**src/rtl/gcn_read_arbiter.sv**
```systemverilog
// Round-robin arbiter sharing one memory read port between weight fetch (0) and
// feature fetch (1), with per-requester address window checks and rvalid return.
module gcn_read_arbiter #(
  parameter int unsigned              ADDRESS_WIDTH       = 13,
  parameter int unsigned              READ_LATENCY        = 2,
  parameter logic [ADDRESS_WIDTH-1:0] WEIGHT_ADDRESS_MIN  = ADDRESS_WIDTH'(12'h000),
  parameter logic [ADDRESS_WIDTH-1:0] WEIGHT_ADDRESS_MAX  = ADDRESS_WIDTH'(12'h0FF),
  parameter logic [ADDRESS_WIDTH-1:0] FEATURE_ADDRESS_MIN = ADDRESS_WIDTH'(12'h200),
  parameter logic [ADDRESS_WIDTH-1:0] FEATURE_ADDRESS_MAX = ADDRESS_WIDTH'(12'h2FF)
) (
  input  logic                          clk,
  input  logic                          reset,
  input  logic                          halt,
  input  logic [0:1]                    req,
  input  logic [0:1][ADDRESS_WIDTH-1:0] req_addr,
  output logic [0:1]                    gnt,
  output logic [ADDRESS_WIDTH-1:0]      read_address,
  output logic                          enable_read,
  output logic [0:1]                    rvalid,
  output logic [0:1]                    addr_err,
  output logic                          idle
);

  typedef enum logic [1:0] {IDLE, RUN, DRAIN} state_t;

  state_t                  state, state_nxt;
  logic                    last_grant;
  logic                    issue_owner;
  logic [READ_LATENCY-1:0] tag_vld;
  logic [READ_LATENCY-1:0] tag_own;
  logic [0:1]              legal;
  logic                    pipe_empty;
  logic                    grant_en;
  logic                    sel;
  logic                    legal_grant;

  // Offset-from-minimum compare: one unsigned test covers both window bounds.
  assign legal[0] = (req_addr[0] - WEIGHT_ADDRESS_MIN)  <= (WEIGHT_ADDRESS_MAX  - WEIGHT_ADDRESS_MIN);
  assign legal[1] = (req_addr[1] - FEATURE_ADDRESS_MIN) <= (FEATURE_ADDRESS_MAX - FEATURE_ADDRESS_MIN);

  assign pipe_empty  = !enable_read && !(|tag_vld);
  assign idle        = (state == IDLE) && pipe_empty;
  assign sel         = (req[0] && req[1]) ? ~last_grant : req[1];
  assign grant_en    = reset && !halt && (|req) && (state != DRAIN);
  assign legal_grant = grant_en && legal[sel];

  assign rvalid[0] = tag_vld[READ_LATENCY-1] && !tag_own[READ_LATENCY-1];
  assign rvalid[1] = tag_vld[READ_LATENCY-1] &&  tag_own[READ_LATENCY-1];

  always_comb begin
    state_nxt = state;
    gnt       = '0;
    if (grant_en) gnt[sel] = 1'b1;
    case (state)
      IDLE:    if (!halt && (|req)) state_nxt = RUN;
      RUN: begin
        if (halt)                        state_nxt = DRAIN;
        else if (!(|req) && pipe_empty)  state_nxt = IDLE;
      end
      DRAIN:   if (pipe_empty) state_nxt = IDLE;
      default: state_nxt = IDLE;
    endcase
  end

  always_ff @(posedge clk or negedge reset) begin
    if (!reset) begin
      state        <= IDLE;
      last_grant   <= 1'b1;
      issue_owner  <= 1'b0;
      read_address <= '0;
      enable_read  <= 1'b0;
      addr_err     <= '0;
      tag_vld      <= '0;
      tag_own      <= '0;
    end else begin
      state       <= state_nxt;
      enable_read <= legal_grant;
      addr_err    <= addr_err | (gnt & ~legal);
      if (legal_grant) begin
        read_address <= req_addr[sel];
        issue_owner  <= sel;
        last_grant   <= sel;
      end
      // Tags enter on the enable_read cycle so the last stage lines up with data.
      tag_vld[0] <= enable_read;
      tag_own[0] <= issue_owner;
      for (int unsigned k = 1; k < READ_LATENCY; k++) begin
        tag_vld[k] <= tag_vld[k-1];
        tag_own[k] <= tag_own[k-1];
      end
    end
  end

endmodule

```
**config.mk**
```make
export PLATFORM = sky130hd
export DESIGN_NAME = gcn_read_arbiter
export DESIGN_NICKNAME = d
export VERILOG_FILES = /design/src/rtl/gcn_read_arbiter.sv
export SDC_FILE = /design/constraint.sdc
export NUM_CORES = 1
export LEC_CHECK = 0
export CORE_AREA = 8 8 66 68
export CTS_BUF_LIST = sky130_fd_sc_hd__clkbuf_8
export CTS_CLUSTER_SIZE = 28
export DETAILED_ROUTE_END_ITERATION = 8
export DIE_AREA = 0 0 74 76
export PLACE_DENSITY = 0.76
export RECOVER_POWER = 100
export SETUP_SLACK_MARGIN = 0.05
export SLEW_MARGIN = 20
export SYNTH_ARGS = -nofsm -noshare
export SYNTH_HDL_FRONTEND = slang
export SYNTH_SLANG_ARGS = --single-unit
```
**constraint.sdc**
```tcl
create_clock -name clk -period 4.4 [get_ports clk]
set_input_delay 0.88 -clock clk [delete_from_list [all_inputs] [get_ports clk]]
set_output_delay 0.88 -clock clk [all_outputs]
set_load 0.02 [all_outputs]
```
Word level (Yosys, flattened, before mapping)
Index checks and enable logic that the tools add are counted.
{"block": "classes", "n_lt_le_gt_ge": 4, "n_div": 0, "n_bitwise": 5, "multipliers": 0, "n_eq_ne": 6, "addsub": 1, "n_shift": 0, "mux": 15, "n_reduce_logical": 21}
{"op": "$mux W13", "count": 3}
{"op": "$le A13 B8 Y1 const B", "count": 2}
{"op": "$sub A13 B10 Y13 const B", "count": 1}
{"op": "$logic_and A1 B1 Y1", "count": 12}
{"op": "$mux W2", "count": 5}
{"op": "$pmux W2 S3", "count": 1}
{"op": "$logic_not A1 Y1", "count": 5}
{"op": "$mux W1", "count": 5}
{"op": "$ne A2 B2 Y1 const B", "count": 2}
{"op": "$reduce_or A2 Y1", "count": 2}
{"op": "$ne A3 B3 Y1 const B", "count": 1}
{"op": "$reduce_and A3 Y1", "count": 1}
{"op": "$and A2 B2 Y2", "count": 1}
{"op": "$eq A2 B1 Y1 const B", "count": 1}
{"op": "$eq A2 B2 Y1 const B", "count": 1}
{"op": "$ge A2 B2 Y1 const B", "count": 1}
{"op": "$logic_not A2 Y1", "count": 1}
{"op": "$lt A2 B1 Y1 const B", "count": 1}
{"op": "$ne A2 B1 Y1 const B", "count": 1}
{"op": "$not A1 Y2", "count": 1}
{"op": "$not A2 Y2", "count": 1}
{"op": "$or A2 B2 Y2", "count": 1}
{"op": "$demux W1 S1", "count": 1}
{"op": "$not A1 Y1", "count": 1}
{"block": "word_totals", "elab_cells": 60, "n_memories": 0, "ram_bits": 0, "latchBits": 0, "mem_bits_ro": 0, "register_bits": 24, "out_inout_bits": 21, "inputBits": 31}

Longest topological paths before layout
Gate-level depths: netlist of run 1.
{"block": "logic_depth", "word_depth": 10, "ltp_mapped": 8, "mapped_depth_nobuf": 7}

Worst setup path after synthesis of run 1
OpenSTA, ideal clock, no wires.
{"block": "synth_timing", "path_kind": "input-to-reg", "startpoint": "input port req_addr[10] (netlist name)", "endpoint": "register read_address[10]", "arrival_ps": 2341, "n_path_buf": 1, "path_slack_ps": 1934, "required_time_ps": 4275, "setup_time_ps": 125, "stages": 8, "cell_sequence": "inv_1 ha_1 nand3b_1 a211oi_2 o221ai_2 o21ai_4 buf_12 mux2_4"}
{"block": "synth_via", "elab_chain_cells": 6, "elab_cells_between_ends": 9, "cone_classes": "1 x add/sub; 1 x order compare; 6 x mux; 1 x reduce/logical"}
{"element": "from (decl)", "line": "15", "rtl": "input logic [0:1][ADDRESS_WIDTH-1:0] req_addr,"}
{"element": "$sub A13 B10 Y13", "line": "39", "rtl": "assign legal[1] = (req_addr[1] - FEATURE_ADDRESS_MIN) <= (FEATURE_ADDRESS_MAX - FEATURE_ADDRESS_MIN);"}
{"element": "$le A13 B8 Y1", "line": "39"}
{"element": "$mux W1 (implied by the code) (3 in series)", "line": "45", "rtl": "assign legal_grant = grant_en && legal[sel];"}
{"element": "$logic_and A1 B1 Y1", "line": "45"}
{"element": "named net legal_grant", "line": "35", "rtl": "logic legal_grant;"}
{"element": "to (signal assigned)", "line": "80", "rtl": "read_address <= req_addr[sel];"}
{"element": "to (decl)", "line": "17", "rtl": "output logic [ADDRESS_WIDTH-1:0] read_address,"}
The timed path passes the listed nets, and every way through them passes these cells. The select of a mux whose other input is x is not followed.
A chain may end at the register's enable or synchronous reset.

Final worst setup path of run 1
{"block": "layout_timing", "startpoint": "input port req[0] (netlist name)", "endpoint": "output port gnt[1] (netlist name)"}
{"block": "layout_via", "elab_chain_cells": 8, "elab_cells_between_ends": 12, "cone_classes": "2 x order compare; 4 x mux; 1 x bitwise; 5 x reduce/logical"}
{"element": "from (decl)", "line": "14", "rtl": "input logic [0:1] req,"}
{"element": "$logic_and A1 B1 Y1", "line": "43", "rtl": "assign sel = (req[0] && req[1]) ? ~last_grant : req[1];"}
{"element": "$mux W1", "line": "43"}
{"element": "$not A1 Y2 (implied by the code)", "line": "53", "rtl": "if (grant_en) gnt[sel] = 1'b1;"}
{"element": "$ge A2 B2 Y1 (implied by the code) or $lt A2 B1 Y1 (tied branches)", "line": "53"}
{"element": "$logic_and A1 B1 Y1 (implied by the code)", "line": "53"}
{"element": "$mux W1 (implied by the code)", "line": "53"}
{"element": "$demux W1 S1", "line": "53"}
{"element": "$mux W2 (*)", "line": "53"}
{"element": "to (decl)", "line": "16", "rtl": "output logic [0:1] gnt,"}
Mark *: on every way between the ends. The rest lies on a longest branch, timed or not.

==> metrics.md, run 1 <==
| Metric | Value |
|---|---|
| Status | completed |
| Crit share post-route | 88.0% |
| CP Cell Sequence | dlygate4sd3_1, a21boi_1, nand2_1, inv_1, clkdlybuf4s50_1 |
| IO Count | 52 |
| Buf+Inv Stages, Crit Path | 3 |
| DR iter-0 viols | 13 |
| H-tree depth | 1 |
| Max-slew violation count | 0 |
| # Post-CTS Setup Buffers | 0 |
| CTS Buf Count | 3 |
| Slowest-stage cell, CP | clkdlybuf4s50_1 |
| Layout Cells excl Fill | 200 |
| Via count | 948 |
| Router iterations before antenna repair | 4 |
| DR vias/cell | 4.74 |
| Residual DRC | 0 |
| Fin. Hold Viols | 0 |
| Skew-Pair Late Insertion Delay | 0.26 ns |
| Synth Register Bits | 24 |
| Worst r2r src | last_grant |
| Measured slew at the worst slew-check pin | 1.24 ns |
| Port bufs | 51 |
| Most common cell after layout, fill and taps aside | clkdlybuf4s50_1 |
| Chip width | 74 um |
| Clock transition at the registers of the reported paths | 0.08 ns |
| Max FO, Critical Path | 7 |
| Syn_nets | 131 |
| Worst hold path type | register to register |
| Startpoint Class | input port |
| Hpwl dp | 2740 um |
| Crit path kind | input port to primary output |
| R2R setup slack | 2.18 ns |
| Worst Skew | 0.00352 ns |
| Area delta synth->final | 42.9% |
| WL final | 3310 um |
| CTS max path bufs | 2 |
| Routed length per instance | 16.6 um |
| Antenna Cells | 0 |
| Post-synth cell types | 32 |
| R2r endpoint | read_address[0] |
| Die area | 5620 um2 |
| CP Depth | 5 |
| Setup crit end kind | primary output |
| CORE AREA | 3440 um2 |
| Critical Path AT | 2.99 ns |
| Global placement routability congestion | 0.735 |
| Setup TNS | 0 ns |
| Fin nets | 187 |
| Routed Antenna Nets | 0 |
| Crit path to | gnt[1] |
| CTS Sinks | 24 |
| Seq/Total Area, Yosys | 46.7% |
| CTS tree | done |
| Leak pwr | 0.000826 uW |
| Peak VDD IR | 183 uV |
| Worst R2R Path Depth | 4 |
| RSZ-0062 raised after global routing | false |
| Most frequent cells in the layout | clkdlybuf4s50_1 (27), dlygate4sd3_1 (24), dfrtp_1 (23), mux2_2 (17), mux2_1 (9) |
| MaxCap Viol Count | 0 |
| CP Data Required Time | 3.52 ns |
| Final Critical Period | 3.87 ns |
| Share of layout cells above drive strength 1 | 19.1% |
| Final Setup Violations | 0 |
| Power Dens Cells | 329 nW/um2 |
| Antenna violations before repair | 0 |
| Top delay family on crit path | buffers and inverters |
| Syn Inst Count | 97 |
| Post-cts sizing count | 0 |
| YS warnings | 0 |
| Critical Path Source | req[0] |
| Initial core utilization | 37.5% |
| Mean post-synth cell area | 13.3 um2 |
| Largest stage delay, worst path | 0.61 ns |
| Die Span Y | 76 um |
| Total global-route track usage | 12.1% |
| Inst Count DP | 196 |
| CTS root buffer | clkbuf_8 |
| Remaining Overflow, GRT | 0 |
| Netlist Area Pre-Place | 1290 um2 |
| First-pass GRT wire length | 5350 um |
| Row Count | 22 |
| Max Fclk | 258 MHz |
| Vias in the first global route | 1102 |
| Largest net degree at the start of global routing | 25 |
| # hold bufs at CTS | 0 |
| Max_slew headroom | 17.2% |
## logic make-up (layout without fill, tap and decap cells)
| kind of cell | count (synthesis) | in the layout | synth area share (%) |
|---|---|---|---|
| adder cells (fa/ha/maj) | 3 | 3 | 2.91 |
| flip-flops | 24 | 24 | 46.7 |
| multiplexers | 26 | 26 | 25.3 |
| buffers and inverters | 7 | 62 | 3.39 |
| AND/OR/NAND/NOR | 24 | 24 | 12.2 |
| AO/OA/AOI/OAI | 13 | 13 | 9.51 |
## cells in the mapped netlist
cell type | number | area share, %
or3_1 | 1 | 0.49
a21o_1 | 1 | 0.58
nor2b_1 | 2 | 0.97
or4_4 | 1 | 0.87
mux2_2 | 17 | 15
o21a_1 | 1 | 0.58
mux2_4 | 9 | 10
a211oi_1 | 1 | 0.58
nand2b_1 | 2 | 0.97
nand2_1 | 5 | 1.5
buf_2 | 1 | 0.39
nor2_1 | 3 | 0.87
nor4_4 | 1 | 1.6
a21boi_2 | 1 | 0.87
nor3_1 | 3 | 1.2
a211oi_2 | 1 | 0.97
ha_1 | 3 | 2.9
dfrtp_1 | 23 | 45
o211a_1 | 1 | 0.78
o21ai_0 | 2 | 0.78
nor2_4 | 1 | 0.87
o21bai_1 | 1 | 0.58
buf_12 | 1 | 1.6
nand3b_1 | 1 | 0.58
and2_1 | 1 | 0.49
o221ai_2 | 1 | 1.2
inv_1 | 5 | 1.5
nand4_1 | 2 | 0.97
dfstp_2 | 1 | 2.0
o21ai_4 | 1 | 1.3
a21o_2 | 2 | 1.4
nand2_4 | 1 | 0.87
## metrics by stage
stage | total power, uW | util [%] | cell area (um2) | hold WS [ns] | setup slack (ns)
global route | 643 | 53.6 | 1840 | 0.380 | 0.394
detailed placement | 521 | 53.8 | 1850 | 0.337 | 0.824
floorplan | 402 | - | 1290 | 0.331 | 1.93
global placement | 514 | 53.8 | 1850 | 0.341 | 0.865
CTS | 651 | 55.1 | 1900 | 0.360 | 0.815
finish | 607 | 53.6 | 1840 | 0.358 | 0.527
## final cells by class
cell class / instances / area (um2)
flip-flops and latches: 24 / 602
clock buffers: 3 / 41.3
inverters: 5 / 18.8
clock inverters: 1 / 3.75
repair buffers: 53 / 522
well taps: 48 / 60.1
fillers: 311 / 1600
multi-input cells: 66 / 596
## sequential cells by signal, indices dropped and copies added (netlist names)
register and cells:
enable_read 1, state 2, addr_err 2, tag_vld 2
tag_own 2, last_grant 1, issue_owner 1, read_address 13
## routing by layer
metal | global-route usage (%) | vias up | part of all wire (%)
met5 | 0 | - | 0
met1 | 11.5 | 463 | 35
li1 | - | 458 | -
met4 | 4.40 | 0 | 1.9
met3 | 2.89 | 4 | 5.8
met2 | 23.4 | 23 | 57
## worst register-to-register path: stages (launching register included)
cell	delay, ns
dfstp_2	0.37
a21boi_1	0.57
nand2_1	0.26
o21ai_4	0.50
mux2_2	0.40
## worst min-delay path by stage
stage            endpoint  cells past startpoint        from
4_1_cts        tag_own[1]                      0  tag_own[0]
5_1_grt        tag_own[1]                      0  tag_own[0]
3_3_place_gp   tag_own[1]                      0  tag_own[0]
3_5_place_dp   tag_own[1]                      0  tag_own[0]
2_1_floorplan  tag_own[1]                      0  tag_own[0]
6_report       tag_own[1]                      0  tag_own[0]
## where the power goes
group | internal (uW) | total [uW] | switching [uW]
clock | 62.1 | 127 | 64.6
combinational | 105 | 199 | 94.2
sequential | 262 | 282 | 19.5
Power figures use the tool's default switching activity.
==> inputs of run 2 (changes only) <==
CORE_AREA = 2 2 60 62   (was 8 8 66 68)
DIE_AREA = 0 0 62 64   (was 0 0 74 76)
GPL_ROUTABILITY_DRIVEN = 0   (was unset)
==> run 2 against run 1 <==
Net effect:
- register-to-register slack gained 0.11 ns
- die area decreased by 29%
- cell count shrank 1.0%
- clock-buffer cell count is 1 higher
- largest cell class unchanged
- non-clock buffer count unchanged
- clock skew is 0.0012 ns lower
- clock power up 17%
- combinational power shrank 3%
- critical path type unchanged
- largest power group unchanged
- setup slack got worse by 0.049 ns
- routed wire length decreased by 14%
==> metrics.md, run 2 (synthesis gave the netlist of run 1 again) <==
| Metric | Value |
|---|---|
| Status | completed |
| Number of flip-flops in the largest register | 13 |
| Setup crit end kind | primary output |
| CTS Buf Count | 3 |
| Largest net degree at the start of global routing | 25 |
| # hold bufs at CTS | 0 |
| Worst R2R Path Depth | 5 |
| Peak VDD IR | 179 uV |
| Final Util | 56.0% |
| Initial core utilization | 39.3% |
| Max FO, Critical Path | 3 |
| Most flops, register | read_address |
| DR vias/cell | 4.88 |
| Hpwl dp | 2240 um |
| CTS root buffer | clkbuf_8 |
| Routed Antenna Nets | 0 |
| Leak pwr | 0.000827 uW |
| CP Data Required Time | 3.52 ns |
| Worst hold path depth | 0 |
| Port bufs | 51 |
| Fin nets | 187 |
| Tot Pwr | 627 uW |
| Die Span Y | 64 um |
| Setup TNS | 0 ns |
| Routed length per instance | 14.4 um |
| Crit share post-route | 89.1% |
| Residual DRC | 0 |
| R2R setup slack | 2.29 ns |
| CTS Sinks | 24 |
| Row Count | 21 |
| Antenna Cells | 0 |
| Max Fclk | 255 MHz |
| Fin. Hold Viols | 0 |
| Measured slew at the worst slew-check pin | 1.26 ns |
| Remaining Overflow, GRT | 0 |
| Vias in the first global route | 1024 |
| Router iterations before antenna repair | 2 |
| First-pass GRT wire length | 4640 um |
| Worst Skew | 0.00236 ns |
| MaxCap Viol Count | 0 |
| DR iter-0 viols | 16 |
| Power Dens Cells | 341 nW/um2 |
| H-tree depth | 1 |
| Via count | 967 |
| CTS tree | done |
| Worst hold path type | register to register |
| Chip width | 62 um |
| Critical Path Source | halt |
| Critical Path AT | 3.04 ns |
| Share of layout cells above drive strength 1 | 19.7% |
| R2r endpoint | read_address[3] |
| IO Count | 52 |
| Area delta synth->final | 42.6% |
| WL final | 2860 um |
| Most frequent cells in the layout | clkdlybuf4s50_1 (27), dlygate4sd3_1 (24), dfrtp_1 (23), mux2_2 (17), mux2_1 (9) |
| Antenna violations before repair | 0 |
| Max_slew headroom | 15.8% |
| RSZ-0062 raised after global routing | false |
| Die area | 3970 um2 |
| Worst hold path startpoint | tag_own[0] |
| Hold path endpoint | tag_own[1] |
| Startpoint Class | input port |
| CTS max path bufs | 2 |
| Crit path kind | input port to primary output |
| Total global-route track usage | 16.0% |
| CORE AREA | 3280 um2 |
| Clock transition at the registers of the reported paths | 0.08 ns |
| Final Critical Period | 3.92 ns |
| Skew-Pair Late Insertion Delay | 0.26 ns |
| # Post-CTS Setup Buffers | 0 |
| Worst r2r src | last_grant |
| Post-cts sizing count | 0 |
| Most common cell after layout, fill and taps aside | clkdlybuf4s50_1 |
| Final Setup Violations | 0 |
| Layout filler cell count | 309 |
| Max-slew violation count | 0 |
## run 2: per-layer routing
metal | part of all wire (%) | global-route usage [%] | vias to the layer above
met2 | 54 | 27.9 | 30
met5 | 0 | 0 | -
li1 | - | - | 457
met4 | 2.1 | 7.98 | 0
met3 | 4.0 | 2.02 | 4
met1 | 40 | 18.5 | 476
## run 2: final cells by class
type | instances | area (um2) | share of cell area, %
Sequential cell | 24 | 602 | 32.7
Multi-Input combinational cell | 66 | 584 | 31.8
Clock buffer | 4 | 55.1 | 2.99
Tap cell | 46 | 57.6 | 3.13
Timing Repair Buffer | 53 | 522 | 28.4
Inverter | 5 | 18.8 | 1.02
## run 2: critical path, cell delays in order
cell           delay [ns]
dlygate4sd3_1        0.57
nand2b_1             0.18
nor4_1               0.65
dlygate4sd3_1        0.77
## run 2: report_power, final
group / internal, uW / total, uW / switching, uW
combinational: 104 / 194 / 90.1
sequential: 262 / 284 / 21.4
clock: 79.9 / 149 / 69.5
total: 446 / 627 / 181
## run 2: worst max path at each step
stage               depth (start not counted)               end
floorplan                                   8  read_address[10]
global placement                            6            gnt[1]
detailed placement                          6            gnt[1]
CTS                                         6            gnt[1]
global route                                4            gnt[0]
finish                                      4            gnt[0]
## run 2: metrics by stage
stage                     instance area (um2)  hold slack [ns]  setup slack, ns  instances
final                                    1840            0.355            0.477        198
after global routing                     1840            0.375            0.373        198
after CTS                                1900            0.360            0.793        198
after detailed placement                 1850            0.340            0.806        194
after global placement                   1850            0.336            0.834        194
after floorplan                          1290            0.331             1.93         97
==> inputs of run 3 (changes only) <==
PLACE_DENSITY = 0.73   (was 0.76)
==> run 3 against run 2 <==
Net effect:
- clock-buffer cell count fell by 1
- cell area rose by 0.27%
- global-route usage rose by 0.35 points
- highest routed layer unchanged
- via count rose by 0.10%
- sequential cell count did not move
- critical path type unchanged
- critical endpoint unchanged
==> metrics.md, run 3 (synthesis gave the netlist of run 1 again) <==
| Metric | Value |
|---|---|
| Status | completed |
| CORE AREA | 3280 um2 |
| Setup TNS | 0 ns |
| Crit path kind | input port to primary output |
| Residual DRC | 0 |
| Layout Cells excl Fill | 198 |
| Max-slew violation count | 0 |
| # Post-CTS Setup Buffers | 0 |
| MaxCap Viol Count | 0 |
| CTS max path bufs | 2 |
| Largest stage delay, worst path | 0.73 ns |
| Final Setup Violations | 0 |
| Port bufs | 51 |
| Multi-input logic area | 599 um2 |
| Post-cts sizing count | 0 |
| First-pass GRT wire length | 4790 um |
| WL final | 2800 um |
| Share of layout cells above drive strength 1 | 19.7% |
| Max FO, Critical Path | 3 |
| Peak VDD IR | 181 uV |
| Via count | 968 |
| Crit share post-route | 82.6% |
| Routed length per instance | 14.1 um |
| Slowest-stage cell, CP | dlygate4sd3_1 |
| Area delta synth->final | 43.0% |
| Most common cell after layout, fill and taps aside | clkdlybuf4s50_1 |
| CTS tree | done |
| Critical Path AT | 2.76 ns |
| Fin nets | 187 |
| Startpoint Class | input port |
| Worst path most repeated cell | dlygate4sd3_1 |
| Layout filler cell count | 314 |
| Worst Skew | 0.00827 ns |
| CTS Buf Count | 3 |
| Skew-Pair Late Insertion Delay | 0.27 ns |
| # hold bufs at CTS | 0 |
| Tot Pwr | 608 uW |
| Antenna Cells | 0 |
| Leak pwr | 0.000830 uW |
| Routed Antenna Nets | 0 |
| Chip width | 62 um |
| Initial core utilization | 39.3% |
| Die Span Y | 64 um |
| Top delay family on crit path | buffers and inverters |
| Inst Count DP | 194 |
| Total global-route track usage | 16.4% |
| RSZ-0062 raised after global routing | false |
| Worst hold path type | register to register |
| Buf+Inv Stages, Crit Path | 2 |
| Fin. Hold Viols | 0 |
| Most frequent cells in the layout | clkdlybuf4s50_1 (26), dlygate4sd3_1 (25), dfrtp_1 (23), mux2_2 (17), mux2_1 (9) |
| Hpwl dp | 2260 um |
| Storage element area | 602 um2 |
| Max_slew headroom | 14.3% |
| Row Count | 21 |
| Antenna violations before repair | 0 |
| Setup crit end kind | primary output |
| DR iter-0 viols | 13 |
| Remaining Overflow, GRT | 0 |
| CTS Sinks | 24 |
| CTS root buffer | clkbuf_8 |
| Max Fclk | 275 MHz |
| Vias in the first global route | 1059 |
| H-tree depth | 1 |
| Clock transition at the registers of the reported paths | 0.08 ns |
| CP Data Required Time | 3.52 ns |
| CP Cell Sequence | dlygate4sd3_1, nand2b_1, nor4_4, dlygate4sd3_1 |
| Number of flip-flops in the largest register | 13 |
| DR vias/cell | 4.89 |
| Final Critical Period | 3.64 ns |
| Router iterations before antenna repair | 4 |
| Final Util | 56.2% |
| Largest net degree at the start of global routing | 25 |
| IO Count | 52 |
| Die area | 3970 um2 |
| Power Dens Cells | 330 nW/um2 |
| Most flops, register | read_address |
| Measured slew at the worst slew-check pin | 1.28 ns |
[run 3: layout make-up]
cell class,instances,share of cell area [%]
inverter,5,1.02
clock inverter,1,0.204
multi-input combinational,66,32.5
tap,46,3.12
sequential,24,32.6
clock buffer,3,2.24
timing repair buffer,53,28.3
[run 3: through the flow]
stage / setup slack [ns] / area [um2] / hold slack [ns]
4_1_cts: 0.920 / 1890 / 0.359
3_5_place_dp: 0.926 / 1850 / 0.341
6_report: 0.764 / 1840 / 0.358
5_1_grt: 0.668 / 1840 / 0.373
3_3_place_gp: 0.962 / 1850 / 0.337
2_1_floorplan: 1.93 / 1290 / 0.331
[run 3: where the power goes]
part	total [uW]	internal (uW)	switching, uW
logic	196	105	90.9
clock network	130	62.4	68.1
registers	282	262	19.8
total	608	429	179
[run 3: final timing paths]
check	start	to	slack (ns)	cells past startpoint
hold reg to reg	tag_own[0]	tag_own[1]	0.36	0
setup / recovery	halt	gnt[0]	0.76	4
max in group asynchronous	reset	state[0]	2.13	2
min in group asynchronous	reset	read_address[3]	1.51	2
setup reg to reg	last_grant	read_address[0]	2.57	5
hold / removal	tag_own[0]	tag_own[1]	0.36	0
[run 3: per-layer routing]
| layer | up-vias | track usage [%] | routed length (um) |
|---|---|---|---|
| met4 | 0 | 7.18 | 77 |
| met3 | 9 | 3.44 | 146 |
| met1 | 468 | 19.2 | 1140 |
| li1 | 457 | - | - |
| met2 | 34 | 27.7 | 1440 |
| met5 | - | 0 | 0 |
